**src/rtl/keypad_entry_pkg.sv**
```systemverilog
// Shared definitions for the keypad entry block: scanner key codes, the
// key-class enum produced by the decoder, and the entry FSM state encoding.
package keypad_entry_pkg;

    // Raw 4-bit codes delivered by the keypad scanner.
    localparam logic [3:0] KEY_1    = 4'b0001;
    localparam logic [3:0] KEY_2    = 4'b0010;
    localparam logic [3:0] KEY_3    = 4'b0011;
    localparam logic [3:0] KEY_4    = 4'b0101;
    localparam logic [3:0] KEY_5    = 4'b0110;
    localparam logic [3:0] KEY_6    = 4'b0111;
    localparam logic [3:0] KEY_7    = 4'b1001;
    localparam logic [3:0] KEY_8    = 4'b1010;
    localparam logic [3:0] KEY_9    = 4'b1011;
    localparam logic [3:0] KEY_0    = 4'b1110;
    localparam logic [3:0] KEY_STAR = 4'b1101;
    localparam logic [3:0] KEY_HASH = 4'b1111;
    localparam logic [3:0] KEY_A    = 4'b0100;
    localparam logic [3:0] KEY_B    = 4'b1000;
    localparam logic [3:0] KEY_C    = 4'b1100;
    localparam logic [3:0] KEY_D    = 4'b0000;

    // What a key means to the entry logic.
    typedef enum logic [1:0] {
        KC_DIGIT = 2'd0,
        KC_CLEAR = 2'd1,
        KC_ENTER = 2'd2,
        KC_FUNC  = 2'd3
    } key_class_e;

    // Entry FSM states. IDLE holds no digits, ENTRY holds a partial code,
    // HOLD presents a completed code until the consumer takes it.
    typedef enum logic [1:0] {
        ST_IDLE  = 2'd0,
        ST_ENTRY = 2'd1,
        ST_HOLD  = 2'd2
    } state_e;

endpackage

```
**src/rtl/keycode_decoder.sv**
```systemverilog
// Combinational key-code decoder: classifies a scanner code and extracts
// its BCD digit value or function index. Shared with the display logic.
module keycode_decoder
    import keypad_entry_pkg::*;
(
    input  logic [3:0]  key_value_i,
    output key_class_e  key_class_o,
    output logic [3:0]  digit_o,
    output logic [1:0]  func_o
);

    // Full 16-entry code map; digit/func are zero when not meaningful.
    always_comb begin
        key_class_o = KC_FUNC;
        digit_o     = 4'd0;
        func_o      = 2'd0;
        case (key_value_i)
            KEY_1:    begin key_class_o = KC_DIGIT; digit_o = 4'd1; end
            KEY_2:    begin key_class_o = KC_DIGIT; digit_o = 4'd2; end
            KEY_3:    begin key_class_o = KC_DIGIT; digit_o = 4'd3; end
            KEY_4:    begin key_class_o = KC_DIGIT; digit_o = 4'd4; end
            KEY_5:    begin key_class_o = KC_DIGIT; digit_o = 4'd5; end
            KEY_6:    begin key_class_o = KC_DIGIT; digit_o = 4'd6; end
            KEY_7:    begin key_class_o = KC_DIGIT; digit_o = 4'd7; end
            KEY_8:    begin key_class_o = KC_DIGIT; digit_o = 4'd8; end
            KEY_9:    begin key_class_o = KC_DIGIT; digit_o = 4'd9; end
            KEY_0:    begin key_class_o = KC_DIGIT; digit_o = 4'd0; end
            KEY_STAR: key_class_o = KC_CLEAR;
            KEY_HASH: key_class_o = KC_ENTER;
            KEY_A:    begin key_class_o = KC_FUNC; func_o = 2'd0; end
            KEY_B:    begin key_class_o = KC_FUNC; func_o = 2'd1; end
            KEY_C:    begin key_class_o = KC_FUNC; func_o = 2'd2; end
            KEY_D:    begin key_class_o = KC_FUNC; func_o = 2'd3; end
            default:  key_class_o = KC_FUNC;
        endcase
    end

endmodule

```
**src/rtl/keypad_entry.sv**
```systemverilog
// Keypad entry: turns the scanner's raw key stream into one event per
// physical press, assembles multi-digit BCD codes handed to the vending
// controller over valid/ready, and forwards A-D as function pulses.
//
// Handshake: code_valid rises with a completed code and stays high, with
// entry_code/digit_count stable, until an edge where code_ready is also
// high; that edge is the transfer. code_ready is ignored while code_valid
// is low.
//
// Timing: a key is accepted at the edge where armed and key_pressed are
// both high; the accepted code is registered there and acted on at the
// following edge, so all of its effects appear on outputs after edge t+1.
module keypad_entry
    import keypad_entry_pkg::*;
#(
    parameter int DIGITS         = 3,
    parameter int RELEASE_CYCLES = 250000,
    parameter int TIMEOUT_CYCLES = 50000000
) (
    input  logic                         clk,
    input  logic                         reset,
    input  logic [3:0]                   key_value,
    input  logic                         key_pressed,
    output logic                         code_valid,
    input  logic                         code_ready,
    output logic [4*DIGITS-1:0]          entry_code,
    output logic [$clog2(DIGITS+1)-1:0]  digit_count,
    output logic                         func_valid,
    output logic [1:0]                   func_code,
    output logic                         entry_error,
    output logic                         entry_timeout,
    output state_e                       state_o,
    output logic                         armed_o
);

    localparam int CW = $clog2(DIGITS + 1);
    localparam int RW = (RELEASE_CYCLES > 2) ? $clog2(RELEASE_CYCLES) : 1;
    localparam int IW = (TIMEOUT_CYCLES > 2) ? $clog2(TIMEOUT_CYCLES) : 1;

    // Arming / release holdoff and the one-deep accepted-key register.
    logic          armed_q, armed_d;
    logic [RW-1:0] rel_cnt_q, rel_cnt_d;
    logic          evt_valid_q, evt_valid_d;
    logic [3:0]    evt_value_q, evt_value_d;
    logic          accept;

    // Entry FSM and its registered outputs.
    state_e              state_q, state_d;
    logic [IW-1:0]       idle_cnt_q, idle_cnt_d;
    logic [4*DIGITS-1:0] code_q, code_d;
    logic [CW-1:0]       count_q, count_d;
    logic                code_valid_q, code_valid_d;
    logic                func_valid_q, func_valid_d;
    logic [1:0]          func_code_q, func_code_d;
    logic                error_q, error_d;
    logic                timeout_q, timeout_d;

    // Decoded view of the accepted key.
    key_class_e evt_class;
    logic [3:0] evt_digit;
    logic [1:0] evt_func;

    keycode_decoder u_decoder (
        .key_value_i (evt_value_q),
        .key_class_o (evt_class),
        .digit_o     (evt_digit),
        .func_o      (evt_func)
    );

    // Accept a key when armed; re-arm only after RELEASE_CYCLES quiet cycles
    // so the scanner's per-slot toggling of key_pressed cannot re-trigger.
    always_comb begin
        accept      = armed_q && key_pressed;
        armed_d     = armed_q;
        rel_cnt_d   = rel_cnt_q;
        evt_valid_d = accept;
        evt_value_d = evt_value_q;
        if (accept) begin
            armed_d     = 1'b0;
            rel_cnt_d   = '0;
            evt_value_d = key_value;
        end else if (!armed_q) begin
            if (key_pressed) begin
                rel_cnt_d = '0;
            end else if (rel_cnt_q == RW'(RELEASE_CYCLES - 1)) begin
                armed_d   = 1'b1;
                rel_cnt_d = '0;
            end else begin
                rel_cnt_d = rel_cnt_q + RW'(1);
            end
        end
    end

    // Arming state and accepted-key register.
    always_ff @(posedge clk) begin
        if (!reset) begin
            armed_q     <= 1'b1;
            rel_cnt_q   <= '0;
            evt_valid_q <= 1'b0;
            evt_value_q <= 4'd0;
        end else begin
            armed_q     <= armed_d;
            rel_cnt_q   <= rel_cnt_d;
            evt_valid_q <= evt_valid_d;
            evt_value_q <= evt_value_d;
        end
    end

    // Entry FSM next state and outputs; pulses default low every cycle.
    always_comb begin
        state_d      = state_q;
        idle_cnt_d   = '0;
        code_d       = code_q;
        count_d      = count_q;
        code_valid_d = code_valid_q;
        func_valid_d = 1'b0;
        func_code_d  = func_code_q;
        error_d      = 1'b0;
        timeout_d    = 1'b0;

        case (state_q)
            ST_IDLE: begin
                if (evt_valid_q) begin
                    case (evt_class)
                        KC_DIGIT: begin
                            code_d  = {{(4*DIGITS-4){1'b0}}, evt_digit};
                            count_d = CW'(1);
                            state_d = ST_ENTRY;
                        end
                        KC_ENTER: error_d = 1'b1;
                        KC_FUNC: begin
                            func_valid_d = 1'b1;
                            func_code_d  = evt_func;
                        end
                        default: ;
                    endcase
                end
            end

            ST_ENTRY: begin
                if (evt_valid_q) begin
                    // Any accepted key restarts the inactivity window and
                    // takes precedence over a timeout in the same cycle.
                    idle_cnt_d = '0;
                    case (evt_class)
                        KC_DIGIT: begin
                            if (count_q < CW'(DIGITS)) begin
                                code_d  = {code_q[4*DIGITS-5:0], evt_digit};
                                count_d = count_q + CW'(1);
                            end else begin
                                error_d = 1'b1;
                            end
                        end
                        KC_CLEAR: begin
                            code_d  = '0;
                            count_d = '0;
                            state_d = ST_IDLE;
                        end
                        KC_ENTER: begin
                            code_valid_d = 1'b1;
                            state_d      = ST_HOLD;
                        end
                        KC_FUNC: begin
                            func_valid_d = 1'b1;
                            func_code_d  = evt_func;
                        end
                        default: ;
                    endcase
                end else if (idle_cnt_q == IW'(TIMEOUT_CYCLES - 1)) begin
                    code_d    = '0;
                    count_d   = '0;
                    timeout_d = 1'b1;
                    state_d   = ST_IDLE;
                end else begin
                    idle_cnt_d = idle_cnt_q + IW'(1);
                end
            end

            ST_HOLD: begin
                // Keys accepted here are swallowed; only the handshake moves on.
                if (code_valid_q && code_ready) begin
                    code_valid_d = 1'b0;
                    code_d       = '0;
                    count_d      = '0;
                    state_d      = ST_IDLE;
                end
            end

            default: begin
                code_valid_d = 1'b0;
                code_d       = '0;
                count_d      = '0;
                state_d      = ST_IDLE;
            end
        endcase
    end

    // Entry FSM state and registered outputs.
    always_ff @(posedge clk) begin
        if (!reset) begin
            state_q      <= ST_IDLE;
            idle_cnt_q   <= '0;
            code_q       <= '0;
            count_q      <= '0;
            code_valid_q <= 1'b0;
            func_valid_q <= 1'b0;
            func_code_q  <= 2'd0;
            error_q      <= 1'b0;
            timeout_q    <= 1'b0;
        end else begin
            state_q      <= state_d;
            idle_cnt_q   <= idle_cnt_d;
            code_q       <= code_d;
            count_q      <= count_d;
            code_valid_q <= code_valid_d;
            func_valid_q <= func_valid_d;
            func_code_q  <= func_code_d;
            error_q      <= error_d;
            timeout_q    <= timeout_d;
        end
    end

    assign code_valid    = code_valid_q;
    assign entry_code    = code_q;
    assign digit_count   = count_q;
    assign func_valid    = func_valid_q;
    assign func_code     = func_code_q;
    assign entry_error   = error_q;
    assign entry_timeout = timeout_q;
    assign state_o       = state_q;
    assign armed_o       = armed_q;

endmodule
```
**config.mk**
```make
export PLATFORM = sky130hd
export DESIGN_NAME = keypad_entry
export DESIGN_NICKNAME = d
export VERILOG_FILES = /design/src/rtl/keypad_entry_pkg.sv /design/src/rtl/keycode_decoder.sv /design/src/rtl/keypad_entry.sv
export SDC_FILE = /design/constraint.sdc
export NUM_CORES = 1
export LEC_CHECK = 0
export ABC_CLOCK_PERIOD_IN_PS = 3100
export CORE_MARGIN = 2
export CORE_UTILIZATION = 23
export CTS_CLUSTER_SIZE = 10
export DETAILED_ROUTE_END_ITERATION = 8
export GPL_ROUTABILITY_DRIVEN = 0
export GPL_TIMING_DRIVEN = 0
export PLACE_DENSITY = 0.43
export SYNTH_ARGS = -nofsm -noshare
export SYNTH_HDL_FRONTEND = slang
export SYNTH_SLANG_ARGS = --single-unit
```
**constraint.sdc**
```tcl
create_clock -name clk -period 3.1 [get_ports clk]
set_input_delay 0.93 -clock clk [delete_from_list [all_inputs] [get_ports clk]]
set_output_delay 0.93 -clock clk [all_outputs]
set_load 0.01 [all_outputs]
```
==> flow_summary.json, run 1 <==
{
  "yosysMostFrequentCell": "dfxtp_1",
  "drive_above_1_share_pct": 5.981,
  "worstSetupPathType": "flop to flop",
  "gr-total-overflow": 0,
  "cts_tree": "built",
  "wire_per_inst_um": 12.36,
  "ys_top_cells_by_area": "dfxtp_1 45%, xor2_1 8.4%, nor2_1 6.9%",
  "die_h_um": 122.2,
  "instances_no_fill": 598,
  "clock.fmax_mhz": 381.7,
  "placed_area_mm2": 0.003740,
  "grt_max_degree": 13,
  "final_nets": 427,
  "holdPathStages": 1,
  "maxCapViolCount": 0,
  "r2r_slack_ps": 480,
  "yosys.area.top_type": "dfxtp_1",
  "ys_seq_elements": 72,
  "rr_endpoint": "entry_code[7]",
  "r2r_cells": 9,
  "synth_edf_count": 0,
  "post-route-period-util_pct": 84.51,
  "cts-resized-gates": 0,
  "port_buffers": 30,
  "cp-start-kind": "flop",
  "synth_nets": 386,
  "hold_end": "idle_cnt_q[0]",
  "first_global_vias": 2548,
  "path_clk_slew_ps": 60,
  "groute.usage.overall_pct": 10.63,
  "setup_tns_ps": 0,
  "crit_path_cell_trace": "clkbuf_1 -> nand4_1 -> nor2b_1 -> ha_1 -> a2bb2oi_1 -> nand4b_1 -> nor3b_2 -> nand2_1 -> a21oi_1",
  "post-cts-setup-buffers": 0,
  "dp_hpwl_mm": 5.228,
  "netlist_top_cells_count": "72 x dfxtp_1, 59 x nor2_1, 42 x nand2_1",
  "syn_area_mm2": 0.003214,
  "rows": 43,
  "clockBufferDepth": 2,
  "h-tree-depth": 3,
  "leakagePower_nw": 1.415,
  "fin_skew_ps": 11.33,
  "synth_top_cell_area_share_pct": 44.84,
  "holdCritPathClass": "flop to flop",
  "routed_wl_mm": 7.394,
  "via_per_inst": 4.430,
  "antenna_found_initial": 0,
  "synth_flop_cell": "dfxtp_1",
  "drc_errors": 0,
  "start_util_pct": 23.34,
  "vias": 2649,
  "antenna_left": 0,
  "slew_viol_final": 0,
  "critPathCaptureType": "flop",
  "syn_inst": 372,
  "grt_pass1_wl_mm": 12.62,
  "hold_viol": 0,
  "total_power_mw": 2.283,
  "ys_seq_area_share_pct": 44.84,
  "cts_root_buffer": "clkbuf_16",
  "cts_buffers": 9,
  "crit-reg2reg-launch": "evt_value_q[0]",
  "slew-limit-headroom_pct": 29.27,
  "grt_setup_unrepaired": "false",
  "ios": 31,
  "num_antenna_cells": 0,
  "syn_avg_cell_area_um2": 8.641,
  "fp.coreArea_mm2": 0.01377,
  "hold_buffers": 0,
  "peakVddDrop_uv": 264.8,
  "finalSetupViolCount": 0,
  "cpMaxStageDelayCell": "nor3b_2",
  "worst_slew_pin_slew_ps": 1051,
  "ys_types": 46,
  "die_width_um": 122.2,
  "cp_max_fo": 9,
  "die_area_mm2": 0.01494,
  "cts_sinks": 72,
  "clkLatencyLatePin_ps": 330,
  "area_delta_synth_final_pct": 27.60,
  "fillCellCount": 1499,
  "fin_crit_ps": 2620,
  "drtPass1Iterations": 4,
  "drt_iter0_markers": 140,
  "cp.required_ps": 3350,
  "dp.cells": 582,
  "crit_path_max_incr_delay_ps": 580,
  "ys_warn_count": 0,
  "cp_data_arrival_time_ps": 2870,
  "power.density_mw_per_mm2": 556.6,
  "worstHoldStart": "idle_cnt_q[0]",
  "status": "finished, final reports clean",
  "fin_area_mm2": 0.004101,
  "synthArstFlopShare_pct": 0
}
-- final cells by class --
type | count | area, um^2 | share of cell area [%]
inverters | 6 | 22.52 | 0.5491
repair buffers | 30 | 300.3 | 7.322
flip-flops and latches | 72 | 1441 | 35.14
well taps | 180 | 225.2 | 5.491
clock inverters | 5 | 128.9 | 3.142
clock buffers | 11 | 232.7 | 5.674
multi-input cells | 281 | 1695 | 41.34
plain buffers | 13 | 55.05 | 1.342
-- layer usage --
layer | part of all wire, % | vias to the layer above | GRT usage [%]
li1 | - | 1359 | -
met1 | 52 | 1250 | 14.92
met2 | 43 | 34 | 15.69
met3 | 3.8 | 6 | 2.835
met4 | 1.0 | 0 | 3.664
met5 | 0 | - | 0
-- how the worst max path moves through the flow --
stage | startpoint | to | slack (ps) | depth (start not counted)
after detailed placement | code_ready | entry_code[7] | 380 | 7
after global routing | evt_value_q[0] | entry_code[7] | 150 | 9
final | evt_value_q[0] | entry_code[7] | 480 | 9
after CTS | evt_value_q[0] | entry_code[7] | 450 | 9
after floorplan | evt_value_q[0] | digit_count[0] | 960 | 9
after global placement | code_ready | entry_code[11] | 400 | 7
-- logic make-up (layout without fill, tap and decap cells) --
kind of cell | Yosys count | count (layout) | share of synthesized area [%]
buffers and inverters | 19 | 65 | 2.414
adders and majority gates | 6 | 6 | 2.335
and+or+nand+nor | 181 | 181 | 29.35
xor gates and xnor gates | 39 | 39 | 10.63
muxes | 2 | 2 | 0.6617
DFF | 72 | 72 | 44.84
AOI/OAI and AO/OA | 53 | 53 | 9.771
-- registers in the layout, indices dropped and copies added (netlist names) --
name	cells
armed_o	1
entry_timeout	1
evt_value_q	4
state_o	2
func_valid	1
entry_error	1
idle_cnt_q	26
rel_cnt_q	18
code_valid	1
evt_valid_q	1
digit_count	2
func_code	2
entry_code	12
-- placed cells by master, fill, tap and decap left out, types with 6 or more instances in the layout --
cell type,n
nand2_1,42
nand4_1,9
and3_1,6
nor2_1,59
nand3_1,22
xor2_1,31
and4_1,6
a21oi_1,22
ha_1,6
dfxtp_1,72
clkbuf_16,9
xnor2_1,8
clkbuf_1,12
clkdlybuf4s50_1,30
o21ai_0,15
inv_1,6
nor2b_1,7
-- power breakdown --
part           switching, mW  internal (mW)
combinational         0.0445         0.0360
sequential           0.00869          0.934
clock                  0.390          0.870
total                  0.443           1.84
-- through the flow --
stage	utilization (%)	setup slack, ps	hold slack [ps]
finish	29.78	480.1	475.0
detailed placement	27.15	379.3	465.3
floorplan	-	960.1	441.5
global placement	27.15	400.8	461.1
CTS	29.78	451.7	477.1
global route	29.78	147.3	500.8
-- critical path, delay by kind of cell (launching register included) --
family | cells | cell delay, ps
adders and majority gates | 1 | 230
DFF | 1 | 300
buffers and inverters | 1 | 320
and+or+nand+nor | 5 | 1310
AOI/OAI and AO/OA | 2 | 380
No activity file was read; power rests on OpenSTA's default activity.
==> run 2, diff against run 1 <==
ABC_CLOCK_PERIOD_IN_PS = 2600   (was 3100)
clock period = 2.6 ns   (was 3.1 ns; I/O delays follow)
==> flow_summary.json, run 2 (synthesized netlist as in run 1, its figures left out) <==
{
  "path_clk_slew_ps": 60,
  "final_common_cell": "dfxtp_1",
  "drc_errors": 0,
  "cts_buffers": 9,
  "port_buffers": 30,
  "antenna_found_initial": 0,
  "gr-total-overflow": 0,
  "holdCritPathClass": "flop to flop",
  "ios": 31,
  "drtPass1Iterations": 4,
  "fillCellCount": 1500,
  "cts_root_buffer": "clkbuf_16",
  "routed_wl_mm": 7.406,
  "met1_length_mm": 3.889,
  "first_global_vias": 2551,
  "drive_above_1_share_pct": 6.971,
  "die_area_mm2": 0.01494,
  "start_util_pct": 23.34,
  "critPathCaptureType": "flop",
  "vias": 2641,
  "cp_max_fo": 9,
  "fp.coreArea_mm2": 0.01377,
  "largest-register": "idle_cnt_q",
  "antenna_left": 0,
  "fin_area_mm2": 0.004106,
  "placed_area_mm2": 0.003740,
  "slew_viol_final": 0,
  "post-cts-setup-buffers": 0,
  "h-tree-depth": 3,
  "clock.fmax_mhz": 430.5,
  "wl_met3_um": 210,
  "num_antenna_cells": 0,
  "via_per_inst": 4.431,
  "crit_buf_inv": 0,
  "final_nets": 425,
  "grt_pass1_wl_mm": 12.63,
  "instances_no_fill": 596,
  "slew-limit-headroom_pct": 30.46,
  "dp.cells": 582,
  "fin_skew_ps": 8.882,
  "crit_path_cell_trace": "nand4_1 -> nor2b_1 -> ha_1 -> a2bb2oi_1 -> nand4b_1 -> nor3b_4 -> nand2_1 -> a21oi_1",
  "leakagePower_nw": 1.416,
  "peakVddDrop_uv": 319.2,
  "critPathTopFamily": "simple AND/OR/NAND/NOR gates",
  "cp-start-kind": "flop",
  "finalSetupViolCount": 0,
  "groute.usage.overall_pct": 10.63,
  "fin_crit_ps": 2323,
  "grt_setup_unrepaired": "false",
  "grt_max_degree": 13,
  "dp_hpwl_mm": 5.228,
  "cts_sinks": 72,
  "worst_slew_pin_slew_ps": 1033,
  "largest_register_ffs": 26,
  "cp.required_ps": 2850,
  "power.density_mw_per_mm2": 664.1,
  "mostFrequentLayoutCells": "70 x dfxtp_1, 58 x nor2_1, 42 x nand2_1",
  "r2r_slack_ps": 280,
  "wire_per_inst_um": 12.43,
  "die_width_um": 122.2,
  "die_h_um": 122.2,
  "top_layer_used": "met4",
  "cts_tree": "built",
  "maxCapViolCount": 0,
  "cpMaxStageDelayCell": "nor3b_4",
  "clockBufferDepth": 2,
  "rows": 43,
  "wl_met2_mm": 3.231,
  "clkLatencyLatePin_ps": 330,
  "drt_iter0_markers": 147,
  "hold_viol": 0,
  "crit_path_max_incr_delay_ps": 470,
  "area_delta_synth_final_pct": 27.75,
  "cp_data_arrival_time_ps": 2580,
  "post-route-period-util_pct": 89.34,
  "status": "finished, final reports clean",
  "worstSetupPathType": "flop to flop"
}
[run 2: changes by cell type in the layout (fill, tap and decap cells not counted), sizes merged]
cell,before,now
clkbuf,21,19
[run 2: area by class of cell]
class                   count  area [um^2]  area share (%)
multi-input cells         281         1704           41.50
flip-flops and latches     72         1444           35.16
repair buffers             30        300.3           7.313
clock buffers              11        232.7           5.667
well taps                 180        225.2           5.484
clock inverters             5        128.9           3.138
plain buffers              11        48.80           1.188
inverters                   6        22.52          0.5484
[run 2: what timing repair did]
action | in CTS | in global routing
hold endpoints to repair | 0 | 0
hold buffers | 0 | 0
endpoints found under the setup margin | 5 | 14
gates resized for setup | 1 | 5
pin swaps | 0 | 1
[run 2: tightest hold or removal path, stage by stage, from the launching register on]
cell and delay [ps]:
dfxtp_1 320, nand2_1 60, a21oi_1 50
[run 2: final timing paths]
kind	startpoint	to	depth (start not counted)
worst min register to register	entry_code[6]	entry_code[10]	2
worst max register to register	evt_value_q[2]	entry_code[5]	8
worst min-delay path	entry_code[6]	entry_code[10]	2
worst max-delay path	evt_value_q[2]	entry_code[5]	8
[run 2: report_power, final]
part	switching (mW)	total [mW]	internal [mW]
logic	0.0494	0.0919	0.0425
clock network	0.470	1.51	1.04
registers	0.0141	1.13	1.11
[run 2: stage by stage]
step / hold WS [ps] / power, mW / setup WS, ps / utilization (%) / setup TNS [ps]
2_1_floorplan: 441.5 / 1.203 / 460.1 / - / 0
3_3_place_gp: 461.1 / 1.246 / -5.572 / 27.15 / -5.572
3_5_place_dp: 465.3 / 1.245 / -33.24 / 27.15 / -47.04
4_1_cts: 477.1 / 2.766 / 11.07 / 29.82 / 0
5_1_grt: 500.8 / 2.823 / 8.240 / 29.81 / 0
6_report: 475.9 / 2.727 / 277.3 / 29.81 / 0
[run 2: layer usage]
layer  track usage, %  vias to the layer above
li1                 -                     1358
met1            14.92                     1258
met2            15.69                       19
met3            2.835                        6
met4            3.664                        0
met5                0                        -
